===== config.mk =====
export PLATFORM = sky130hd
export DESIGN_NAME = elbeth_mem_arbiter
export DESIGN_NICKNAME = d
export VERILOG_FILES = /design/src/rtl/elbeth_mem_arbiter.sv
export SDC_FILE = /design/constraint.sdc
export NUM_CORES = 1
export LEC_CHECK = 0
export BUFFER_PORTS_ARGS = -buffer_cell sky130_fd_sc_hd__buf_2
export CAP_MARGIN = 0
export CORE_MARGIN = 5
export CORE_UTILIZATION = 45
export DETAILED_ROUTE_END_ITERATION = 12
export PLACE_DENSITY = 0.74
export RECOVER_POWER = 50
export SETUP_SLACK_MARGIN = 0.1
export SLEW_MARGIN = 20
export SYNTH_ARGS = -nofsm -noshare
export SYNTH_HDL_FRONTEND = slang
export SYNTH_SLANG_ARGS = --single-unit

===== constraint.sdc =====
create_clock -name clk -period 5.2 [get_ports clk]
set_clock_uncertainty 0.1 [all_clocks]
set_input_delay 0.52 -clock clk [delete_from_list [all_inputs] [get_ports clk]]
set_output_delay 0.52 -clock clk [all_outputs]
set_load 0.02 [all_outputs]

===== src/rtl/elbeth_mem_arbiter.sv =====
// elbeth_mem_arbiter: two-port (instruction/data) arbiter onto one shared memory bus.
// Round-robin on ties, one transfer in flight, single-cycle ready/error pulse per response.
// Optional macro ELBETH_ARB_TIMEOUT_EN adds a busy-cycle watchdog that aborts with error.
module elbeth_mem_arbiter #(
  parameter int unsigned TIMEOUT_CYCLES = 15
) (
  input  logic        clk,
  input  logic        rst,
  input  logic        imem_en,
  input  logic [13:0] imem_addr,
  input  logic [3:0]  imem_rw,
  input  logic [31:0] imem_wdata,
  output logic [31:0] imem_rdata,
  output logic        imem_ready,
  output logic        imem_error,
  input  logic        dmem_en,
  input  logic [13:0] dmem_addr,
  input  logic [3:0]  dmem_rw,
  input  logic [31:0] dmem_wdata,
  output logic [31:0] dmem_rdata,
  output logic        dmem_ready,
  output logic        dmem_error,
  output logic        bus_req,
  output logic [13:0] bus_addr,
  output logic [3:0]  bus_we,
  output logic [31:0] bus_wdata,
  input  logic [31:0] bus_rdata,
  input  logic        bus_ack,
  input  logic        bus_err
);

  localparam int unsigned AW = 14;
  localparam int unsigned MW = 4;
  localparam int unsigned DW = 32;

  typedef enum logic [1:0] {IDLE, BUSY_I, BUSY_D, RESP} state_t;

  // Reject a watchdog length the 4-bit counter cannot represent
  if (TIMEOUT_CYCLES < 1 || TIMEOUT_CYCLES > 15) begin : g_bad_timeout
    $error("elbeth_mem_arbiter: TIMEOUT_CYCLES must be in 1..15");
  end

  state_t          r_state, w_state;
  logic            r_last_d, w_last_d;
  logic            r_bus_req, w_bus_req;
  logic [AW-1:0]   r_bus_addr, w_bus_addr;
  logic [MW-1:0]   r_bus_we, w_bus_we;
  logic [DW-1:0]   r_bus_wdata, w_bus_wdata;
  logic [DW-1:0]   r_imem_rdata, w_imem_rdata;
  logic [DW-1:0]   r_dmem_rdata, w_dmem_rdata;
  logic            r_imem_ready, w_imem_ready;
  logic            r_imem_error, w_imem_error;
  logic            r_dmem_ready, w_dmem_ready;
  logic            r_dmem_error, w_dmem_error;

  logic            w_busy;
  logic            w_grant_d;
  logic            w_tmo;
  logic            w_fail;
  logic            w_done;
  logic [DW-1:0]   w_rdata;

  assign w_busy    = (r_state == BUSY_I) || (r_state == BUSY_D);
  // Data wins when it is alone or when instruction was served last
  assign w_grant_d = dmem_en && (!imem_en || !r_last_d);
  assign w_fail    = bus_err || w_tmo;
  assign w_done    = bus_ack || w_fail;
  assign w_rdata   = w_fail ? '0 : bus_rdata;

`ifdef ELBETH_ARB_TIMEOUT_EN
  logic [3:0] r_tmo_cnt;

  // Watchdog: counts busy cycles that end without a bus completion, idle at zero
  always_ff @(posedge clk or negedge rst) begin
    if (!rst) begin
      r_tmo_cnt <= 4'd0;
    end else if (w_busy && !w_done) begin
      r_tmo_cnt <= r_tmo_cnt + 4'd1;
    end else begin
      r_tmo_cnt <= 4'd0;
    end
  end

  assign w_tmo = w_busy && !bus_ack && !bus_err && (r_tmo_cnt == 4'(TIMEOUT_CYCLES - 1));
`else
  assign w_tmo = 1'b0;
`endif

  // State and registered-output update
  always_ff @(posedge clk or negedge rst) begin
    if (!rst) begin
      r_state      <= IDLE;
      r_last_d     <= 1'b0;
      r_bus_req    <= 1'b0;
      r_bus_addr   <= '0;
      r_bus_we     <= '0;
      r_bus_wdata  <= '0;
      r_imem_rdata <= '0;
      r_dmem_rdata <= '0;
      r_imem_ready <= 1'b0;
      r_imem_error <= 1'b0;
      r_dmem_ready <= 1'b0;
      r_dmem_error <= 1'b0;
    end else begin
      r_state      <= w_state;
      r_last_d     <= w_last_d;
      r_bus_req    <= w_bus_req;
      r_bus_addr   <= w_bus_addr;
      r_bus_we     <= w_bus_we;
      r_bus_wdata  <= w_bus_wdata;
      r_imem_rdata <= w_imem_rdata;
      r_dmem_rdata <= w_dmem_rdata;
      r_imem_ready <= w_imem_ready;
      r_imem_error <= w_imem_error;
      r_dmem_ready <= w_dmem_ready;
      r_dmem_error <= w_dmem_error;
    end
  end

  // Next state and next register values; ready/error are single-cycle pulses
  always_comb begin
    w_state      = r_state;
    w_last_d     = r_last_d;
    w_bus_req    = r_bus_req;
    w_bus_addr   = r_bus_addr;
    w_bus_we     = r_bus_we;
    w_bus_wdata  = r_bus_wdata;
    w_imem_rdata = r_imem_rdata;
    w_dmem_rdata = r_dmem_rdata;
    w_imem_ready = 1'b0;
    w_imem_error = 1'b0;
    w_dmem_ready = 1'b0;
    w_dmem_error = 1'b0;
    case (r_state)
      IDLE: begin
        if (w_grant_d) begin
          w_state     = BUSY_D;
          w_last_d    = 1'b1;
          w_bus_req   = 1'b1;
          w_bus_addr  = dmem_addr;
          w_bus_we    = dmem_rw;
          w_bus_wdata = dmem_wdata;
        end else if (imem_en) begin
          w_state     = BUSY_I;
          w_last_d    = 1'b0;
          w_bus_req   = 1'b1;
          w_bus_addr  = imem_addr;
          w_bus_we    = imem_rw;
          w_bus_wdata = imem_wdata;
        end
      end
      BUSY_I, BUSY_D: begin
        if (w_done) begin
          w_state   = RESP;
          w_bus_req = 1'b0;
          if (r_state == BUSY_D) begin
            w_dmem_ready = 1'b1;
            w_dmem_error = w_fail;
            w_dmem_rdata = w_rdata;
          end else begin
            w_imem_ready = 1'b1;
            w_imem_error = w_fail;
            w_imem_rdata = w_rdata;
          end
        end
      end
      RESP: begin
        w_state = IDLE;
      end
      default: begin
        w_state = IDLE;
      end
    endcase
  end

  assign bus_req    = r_bus_req;
  assign bus_addr   = r_bus_addr;
  assign bus_we     = r_bus_we;
  assign bus_wdata  = r_bus_wdata;
  assign imem_rdata = r_imem_rdata;
  assign imem_ready = r_imem_ready;
  assign imem_error = r_imem_error;
  assign dmem_rdata = r_dmem_rdata;
  assign dmem_ready = r_dmem_ready;
  assign dmem_error = r_dmem_error;

endmodule

==> flow_summary_export.csv <==
group,metric,value,unit
worst_setup_path,worst-path-buf-inv,2,
layout,area_growth,35.7,%
sta,fmax,364,MHz
grt,grt_busiest_layer,"met2",
clocking,cts-resized-gates,0,
logic_synthesis,seq_area_frac_synth,58.1,%
floorplan,rows,39,
layout,final_common_cell,"buf_2",
floorplan,die-area,13900,sq um
sta,setup_viol,0,
worst_setup_path,critical_path.top_delay_family,"buffers and inverters",
grt,grt_pass1_vias,4766,
clocking,cts_hold_buf,0,
power,swShare,39.2,%
logic_synthesis,synthFlopType,"dfrtp_1",
sta,layout_min_cycle_time,2.74,ns
layout,seqCellArea,3050,sq um
placed_design,place_congestion,0.790,
drt,vias,4459,
grt,use_met1,22.8,%
drt,avgViaCountPerCell,5.06,
worst_setup_path,critical_path.endpoint_type,"asynchronous set/reset pin",
clocking,ctsHtreeMaxLevel,4,
layout,final_cell_mix,"199 x buf_2, 122 x dfrtp_1, 100 x nand2_1",
grt,grt_pass1_wl,23400,um
power,p_comb_share,42.1,%
layout,final_cell_area,7130,sq um
power,p_total,4.76,mW
floorplan,core,11400,sq um
drt,drtIter0Drc,259,
power,peakVddDrop,0.349,mV
sta,slew_viol_final,41,
layout,layout-drive-gt1-share,41.5,%
sta,relSlewSlack,-41.8,%
power,p_int,2.89,mW
clocking,clkSinkCount,122,
logic_synthesis,synthCells,478,
logic_synthesis,synth_edf_count,0,
hold_path,worstHoldPathType,"in2async",
worst_setup_path,worstSetupStartpointType,"input port",
grt,grtUsageMet3,8.99,%
grt,grt_util_all_layers,20.6,%
layout,nets,867,
power,leakagePower,3.55,nW
worst_setup_path,cp_max_fo,83,
grt,antenna_found_initial,3,
clocking,cts_tree,"yes",
drt,firstDrtPassIters,4,
worst_setup_path,crit_chain,"buf_6 > clkbuf_1",
sta,fin_setup_tns,0,ns
drt,ant_nets,0,
logic_synthesis,ys_warn_count,0,
worst_setup_path,rr_worst_depth,6,
run_status,violations,"max-capacitance violations, max-slew violations",
logic_synthesis,syn_area,5260,sq um
run_status,outcome,"finished, violations left",
floorplan,fp.dieW,118,um
placed_design,dpl.hpwl,10400,um
sta,whs,0.0535,ns
sta,finalHoldViolCount,0,
drt,routedWlPerCell,16.2,um
clocking,cts.reportedPaths.clkPinSlew,0.05,ns
worst_setup_path,slowest_stage,"clkbuf_1",
sta,post-route-period-util,52.8,%
grt,grt_use_met2,35.3,%
power,clock_power_share,24.3,%
layout,multi_input_area,2030,sq um
worst_setup_path,crit_required,5.17,ns
drt,drcViolationCount,0,
logic_synthesis,syn-num-nets,620,
clocking,cts_root_buffer,"clkbuf_16",
placed_design,postPlaceCellArea,6580,sq um
flow_run,drv_cap,1,
worst_setup_path,cp_num_cells,2,
power,power_density,667,nW/um^2
clocking,clk_path_buf_depth,2,
placed_design,port_buffers,256,
grt,globalRouteOverflowTotal,0,
floorplan,pin_count,257,
worst_setup_path,arrival,2.72,ns
power,p_seq_share,33.6,%
worst_setup_path,worst_path_largest_cell_delay,1.57,ns
layout,final.fill_count,955,
floorplan,start_util,46.0,%
power,netSwitchingPower,1.87,mW
grt,grt_max_degree,84,
logic_synthesis,ys_types,24,
logic_synthesis,ys_ff_latch,122,
clocking,cts_buffers,17,
logic_synthesis,async_reset_ff_share,100,%
sta,rsz0062_at_grt,"false",
worst_setup_path,critPathKind,"in2async",
floorplan,die_h,118,um
logic_synthesis,synth.avg_cell_area,11.0,sq um
sta,worst_pin_slew,2.13,ns
clocking,post_cts_buffers,0,
clocking,clk_latency,0.40,ns
drt,wirelength,14300,um
[power groups by stage]
stage | Clock, mW | Combinational (mW) | Sequential, mW
3_5_place_dp | 0 | 2.07 | 1.60
4_1_cts | 1.18 | 2.08 | 1.59
6_report | 1.16 | 2.00 | 1.60
2_1_floorplan | 0 | 0.935 | 2.08
5_1_grt | 1.22 | 2.18 | 1.65
3_3_place_gp | 0 | 2.01 | 1.59
[final cells by class]
class | count | share of cell area (%)
timing repair buffer | 261 | 17.8
clock buffer | 21 | 6.59
antenna | 1 | 0.0351
tap | 143 | 2.51
multi-input combinational | 320 | 28.4
clock inverter | 11 | 1.68
inverter | 3 | 0.158
sequential | 122 | 42.8
[synthesized netlist by cell type, types with 2 or more instances]
master / count / area, sq um
clkbuf_1: 9 / 33.8
a31oi_1: 51 / 319
nand2_1: 100 / 375
buf_6: 3 / 33.8
mux2_2: 65 / 732
buf_4: 4 / 30.0
a21oi_1: 2 / 10.0
dfrtp_1: 122 / 3050
mux2i_1: 2 / 20.0
ha_1: 4 / 50.1
nor2b_1: 33 / 206
nor2_1: 53 / 199
inv_1: 3 / 11.3
buf_2: 17 / 85.1
[metrics by stage]
stage	worst slack (ns)	cells	util [%]
2_1_floorplan	3.31	478	-
3_3_place_gp	2.64	848	57.7
3_5_place_dp	2.58	848	57.7
4_1_cts	2.68	880	62.8
5_1_grt	1.72	882	62.5
6_report	2.46	882	62.5
[state kept, by name, summed over array words and instances, names as in the netlist]
| register | count |
|---|---|
| imem_ready | 1 |
| r_state | 2 |
| bus_wdata | 32 |
| bus_req | 1 |
| imem_error | 1 |
| dmem_ready | 1 |
| dmem_error | 1 |
| bus_we | 4 |
| imem_rdata | 32 |
| dmem_rdata | 32 |
| bus_addr | 14 |
| r_last_d | 1 |
[per-layer routing]
layer / wire length [um] / part of all wire, % / vias up
met3: 1290 / 9.0 / 27
met5: 16 / 0.11 / -
met2: 7280 / 51 / 177
met1: 5440 / 38 / 2137
li1: - / - / 2114
met4: 277 / 1.9 / 4
[path summary, 6_finish.rpt]
kind | startpoint | endpoint | slack, ns
worst max-delay path | rst | bus_wdata[18]$_DFFE_PN0P_ | 2.46
worst min-delay path | rst | dmem_rdata[10]$_DFFE_PN0P_ | 0.05
worst max register to register | r_state[0]$_DFFE_PN0P_ | bus_req$_DFFE_PN0P_ | 2.67
worst min register to register | dmem_rdata[4]$_DFFE_PN0P_ | dmem_rdata[4]$_DFFE_PN0P_ | 0.40
max in group clk | r_state[0]$_DFFE_PN0P_ | bus_req$_DFFE_PN0P_ | 2.67
min in group clk | imem_addr[1] | bus_addr[1]$_DFFE_PN0P_ | 0.26
[cell families (layout without fill, tap and decap cells)]
| logic type | count (synthesis) | after routing | synth area share (%) |
|---|---|---|---|
| and+or+nand+nor | 190 | 190 | 15.6 |
| DFF | 122 | 122 | 58.1 |
| muxes | 67 | 67 | 14.3 |
| AOI/OAI and AO/OA | 59 | 59 | 7.36 |
| buffers and inverters | 36 | 296 | 3.69 |
| adders and majority gates | 4 | 4 | 0.952 |
| other | 0 | 1 | 0 |
Note: power is estimated with default switching activity, not from simulation.
